===== src/rtl/conv_window_ctrl.sv =====
// rtl/conv_window_ctrl.sv - pixel-stream sequencer and KxK window hand-off for the layer-0 conv stage
module conv_window_ctrl #(
  parameter int IMG_W   = 28,
  parameter int IMG_H   = 28,
  parameter int K       = 3,
  parameter int COORD_W = 5,
  parameter int IDX_W   = 10
) (
  input  logic               clk,
  input  logic               rst,
  input  logic               start,
  input  logic               in_valid,
  output logic               in_ready,
  output logic               shift_en,
  output logic [COORD_W-1:0] pix_row,
  output logic [COORD_W-1:0] pix_col,
  output logic               win_valid,
  input  logic               out_ready,
  output logic [COORD_W-1:0] win_row,
  output logic [COORD_W-1:0] win_col,
  output logic [IDX_W-1:0]   win_idx,
  output logic               busy,
  output logic               frame_done
);

  localparam logic [COORD_W-1:0] KM1      = COORD_W'(K - 1);
  localparam logic [COORD_W-1:0] LAST_COL = COORD_W'(IMG_W - 1);
  localparam logic [COORD_W-1:0] LAST_ROW = COORD_W'(IMG_H - 1);

  typedef enum logic [1:0] {
    S_IDLE,
    S_ACTIVE,
    S_FLUSH
  } state_t;

  state_t             state_q, state_d;
  logic [COORD_W-1:0] pix_row_q, pix_row_d;
  logic [COORD_W-1:0] pix_col_q, pix_col_d;
  logic               win_valid_q, win_valid_d;
  logic [COORD_W-1:0] win_row_q, win_row_d;
  logic [COORD_W-1:0] win_col_q, win_col_d;
  logic [IDX_W-1:0]   win_idx_q, win_idx_d;
  logic [IDX_W-1:0]   win_cnt_q, win_cnt_d;

  logic slot_free;
  logic accept;

  // The window slot holds one entry; it frees up in the same cycle the MAC consumes it.
  assign slot_free  = !win_valid_q || out_ready;
  assign in_ready   = rst && (state_q == S_ACTIVE) && slot_free;
  assign accept     = in_valid && in_ready;
  assign shift_en   = accept;
  assign frame_done = rst && (state_q == S_FLUSH) && slot_free;
  assign busy       = (state_q == S_ACTIVE) || (state_q == S_FLUSH);

  assign pix_row   = pix_row_q;
  assign pix_col   = pix_col_q;
  assign win_valid = win_valid_q;
  assign win_row   = win_row_q;
  assign win_col   = win_col_q;
  assign win_idx   = win_idx_q;

  always_comb begin
    state_d     = state_q;
    pix_row_d   = pix_row_q;
    pix_col_d   = pix_col_q;
    win_valid_d = win_valid_q;
    win_row_d   = win_row_q;
    win_col_d   = win_col_q;
    win_idx_d   = win_idx_q;
    win_cnt_d   = win_cnt_q;

    if (win_valid_q && out_ready) begin
      win_valid_d = 1'b0;
    end

    case (state_q)
      S_IDLE: begin
        if (start) begin
          state_d   = S_ACTIVE;
          pix_row_d = '0;
          pix_col_d = '0;
          win_idx_d = '0;
          win_cnt_d = '0;
        end
      end
      S_ACTIVE: begin
        if (accept) begin
          if (pix_col_q == LAST_COL) begin
            pix_col_d = '0;
            if (pix_row_q == LAST_ROW) begin
              pix_row_d = '0;
              state_d   = S_FLUSH;
            end else begin
              pix_row_d = pix_row_q + 1'b1;
            end
          end else begin
            pix_col_d = pix_col_q + 1'b1;
          end
          // A new window overrides the consume-clear above, so back-to-back windows have no bubble.
          if (pix_row_q >= KM1 && pix_col_q >= KM1) begin
            win_valid_d = 1'b1;
            win_row_d   = pix_row_q - KM1;
            win_col_d   = pix_col_q - KM1;
            win_idx_d   = win_cnt_q;
            win_cnt_d   = win_cnt_q + 1'b1;
          end
        end
      end
      S_FLUSH: begin
        if (slot_free) begin
          state_d = S_IDLE;
        end
      end
      default: begin
        state_d = S_IDLE;
      end
    endcase
  end

  always_ff @(posedge clk) begin
    if (!rst) begin
      state_q     <= S_IDLE;
      pix_row_q   <= '0;
      pix_col_q   <= '0;
      win_valid_q <= 1'b0;
      win_row_q   <= '0;
      win_col_q   <= '0;
      win_idx_q   <= '0;
      win_cnt_q   <= '0;
    end else begin
      state_q     <= state_d;
      pix_row_q   <= pix_row_d;
      pix_col_q   <= pix_col_d;
      win_valid_q <= win_valid_d;
      win_row_q   <= win_row_d;
      win_col_q   <= win_col_d;
      win_idx_q   <= win_idx_d;
      win_cnt_q   <= win_cnt_d;
    end
  end

endmodule


===== config.mk =====
export PLATFORM = sky130hd
export DESIGN_NAME = conv_window_ctrl
export DESIGN_NICKNAME = d
export VERILOG_FILES = /design/src/rtl/conv_window_ctrl.sv
export SDC_FILE = /design/constraint.sdc
export NUM_CORES = 1
export LEC_CHECK = 0
export ABC_AREA = 1
export CAP_MARGIN = 40
export CORE_ASPECT_RATIO = 0.5
export CORE_UTILIZATION = 28
export DETAILED_ROUTE_END_ITERATION = 7
export PLACE_DENSITY = 0.58
export SYNTH_ARGS = -nofsm -noshare
export SYNTH_HDL_FRONTEND = slang
export SYNTH_SLANG_ARGS = --single-unit
export TNS_END_PERCENT = 20

===== constraint.sdc =====
create_clock -name clk -period 4.1 [get_ports clk]
set_clock_uncertainty 0.1 [all_clocks]
set_input_delay 0.82 -clock clk [delete_from_list [all_inputs] [get_ports clk]]
set_output_delay 0.82 -clock clk [all_outputs]
set_load 0.1 [all_outputs]

==> flow_summary.toml <==
[pwr]
power_switching_mw = 0.733
finalPower_mw = 1.66
seqPwrFrac = 0.281
p_per_area_mw_per_mm2 = 488
p_comb_frac = 0.463
power.internal_mw = 0.929
power_switching_share = 0.441
pwr-share-clk = 0.256
power_leakage_nw = 1.41
ir_worst_vdd_mv = 0.207

[clocking]
clock-sinks = 43
cts_buffer_depth = 2
ctsResizeCount = 0
cts_tree = "yes"
clkLatencyLatePin_ps = 290
cts_root_buf = "clkbuf_16"
cts_setup_buffers = 0
hold_buffers = 0
htree_levels = 2
tritoncts.num_buffers = 5
clk_pin_slew_ps = 60

[yosys]
synth_mux_area_frac = 0
synth_top_family_by_area = "simple AND/OR/NAND/NOR gates"
avgSynthCellArea_um2 = 7.31
yosysUniqueCellTypes = 30
syn_area_mm2 = 0.00225
synth.ff_latch_count = 43
synth-simple-area-share = 0.298
synth_nets = 327
syn_inst = 308
synthXorXnorAreaFrac = 0.0467
synth_warnings = 0
synth_adder_area_share = 0.0778
synth_seq_area_share = 0.382
synth_compound_area_frac = 0.119

[grt]
antenna_found_initial = 0
grt-ovfl-total = 0
grt_max_degree = 25
grt.total_usage = 0.135
grt_pass1_vias = 1928
grt_pass1_wl_mm = 8.79

[flow_run]
maxCapViolCount = 0

[timing]
holdWs_ps = 363
rsz0062_at_grt = "no"
tightest_slew_ps = 577
report.final.setup_viol = 0
relSlewSlack = 0.613
slew_violations = 0
fin_tns_setup_ps = 0
setup_ws_ps = 990
post-route-period-util = 0.759
finalHoldViolations = 0
period_minus_slack_ps = 3110
timing.fmax_mhz = 322

[drt]
via_count = 2092
wl_mm = 5.27
ant_nets = 0
post_drt_via_cell_ratio = 4.28
drtIter0Drc = 76
firstDrtPassIters = 4
wl_per_cell_um = 10.8
drcViolationCount = 0

[finish]
seq_area_um2 = 861
n_antenna_cell = 0
multi_input_area_mm2 = 0.00122
fin_nets = 399
fill_cells = 768
area_delta_synth_final_pct = 51.3
drive_gt1_frac = 0.184
finalNonFillerCells = 489
final_area_mm2 = 0.00341
final_util = 0.452

[critical_path]
worstPathArrival_ps = 2190
worstPathMaxFanout = 24
cp.required_ps = 3180
startpoint_type = "input port"
end_kind = "output port"
path_class = "in -> out"

[placement]
placed_cells = 481
place_area_mm2 = 0.00325
portBuffers = 39
detailed_place_hpwl_mm = 3.84
pre_cts_ws_ps = 983
gp_congestion = 0.767

[floorplanning]
die_h_um = 65.4
coreArea_mm2 = 0.00754
start_util = 0.298
die_x_um = 129
boundaryPins = 40
die-area_mm2 = 0.00842
rows = 22

[status]
status = "finished clean"

[hold_path]
min_path_type = "reg -> reg"
==> kinds of logic after synthesis <==
kind of cell	Yosys count
AO/OA/AOI/OAI	49
XOR/XNOR	12
adder cells (fa/ha/maj)	14
buffers and inverters	39
flip-flops	43
AND/OR/NAND/NOR	151
==> power by group through the flow <==
stage,logic [mW],registers [mW],clock network (mW)
floorplan,0.469,0.563,0
global placement,0.706,0.477,0
detailed placement,0.773,0.477,0
CTS,0.774,0.467,0.435
global route,0.836,0.471,0.450
finish,0.769,0.467,0.425
==> registers in the layout (all words and copies together) (netlist names) <==
register and count:
win_cnt_q 10, pix_col 5, win_row 5, win_col 5, win_valid 1, pix_row 5
state_q 2, win_idx 10
==> final timing paths <==
kind | startpoint | cells after the start | end | slack (ps)
max | rst | 7 | shift_en | 990
min | win_idx[0] | 2 | win_idx[0] | 360
max reg2reg | state_q[1] | 11 | pix_col[3] | 2040
min reg2reg | win_idx[0] | 2 | win_idx[0] | 360
==> synth_stat cells (all sizes together) <==
| master | number | area share |
|---|---|---|
| a21oi | 31 | 0.079 |
| and3 | 1 | 0.0028 |
| buf | 4 | 0.016 |
| clkbuf | 4 | 0.0072 |
| clkinv | 2 | 0.0039 |
| dfxtp | 43 | 0.38 |
| ha | 14 | 0.078 |
| inv | 29 | 0.048 |
| nand2 | 92 | 0.17 |
| nand3 | 18 | 0.044 |
| nand4 | 1 | 0.0028 |
| nor2 | 35 | 0.070 |
| nor3 | 2 | 0.0044 |
| nor3b | 1 | 0.0033 |
| o21ai | 18 | 0.040 |
| or2 | 1 | 0.0028 |
| xnor2 | 6 | 0.023 |
| xor2 | 6 | 0.023 |
==> cell usage in the layout, fill, tap and decap left out, types with 2 or more instances in the layout <==
master           Yosys  layout
buf_4                0       2
nand3_2              2       2
nand2_4              2       2
clkdlybuf4s50_1      0      36
nor3_1               2       2
a21oi_1             25      25
a21oi_2              6       6
dfxtp_1             43      43
clkbuf_16            0       5
xnor2_1              6       6
inv_1               25      25
nand3_1             16      16
buf_12               0       3
buf_8                1      32
nor2_1              32      32
nand2_2              7       7
nand2_1             83      83
inv_2                4       4
o21ai_0             18      18
xor2_1               6       6
ha_1                14      14
clkbuf_8             0       2
==> critical path, cell delays in order <==
cell and delay, ps:
clkdlybuf4s50_1 480, buf_4 280, nand2_1 130, inv_2 90
nand3_2 100, inv_1 120, buf_12 180
==> per-layer routing <==
layer  GRT usage  vias up  share of wire
met2       0.218       40           0.44
li1            -     1122              -
met5           0        -              0
met1       0.177      922           0.51
met4      0.0441        0          0.012
met3      0.0350        8          0.043
==> cell type report <==
class,count,area share
multi-input combinational,226,0.358
inverter,31,0.0345
tap,108,0.0397
timing repair buffer,73,0.269
clock buffer,8,0.0459
sequential,43,0.253
Power figures use the tool's default switching activity.
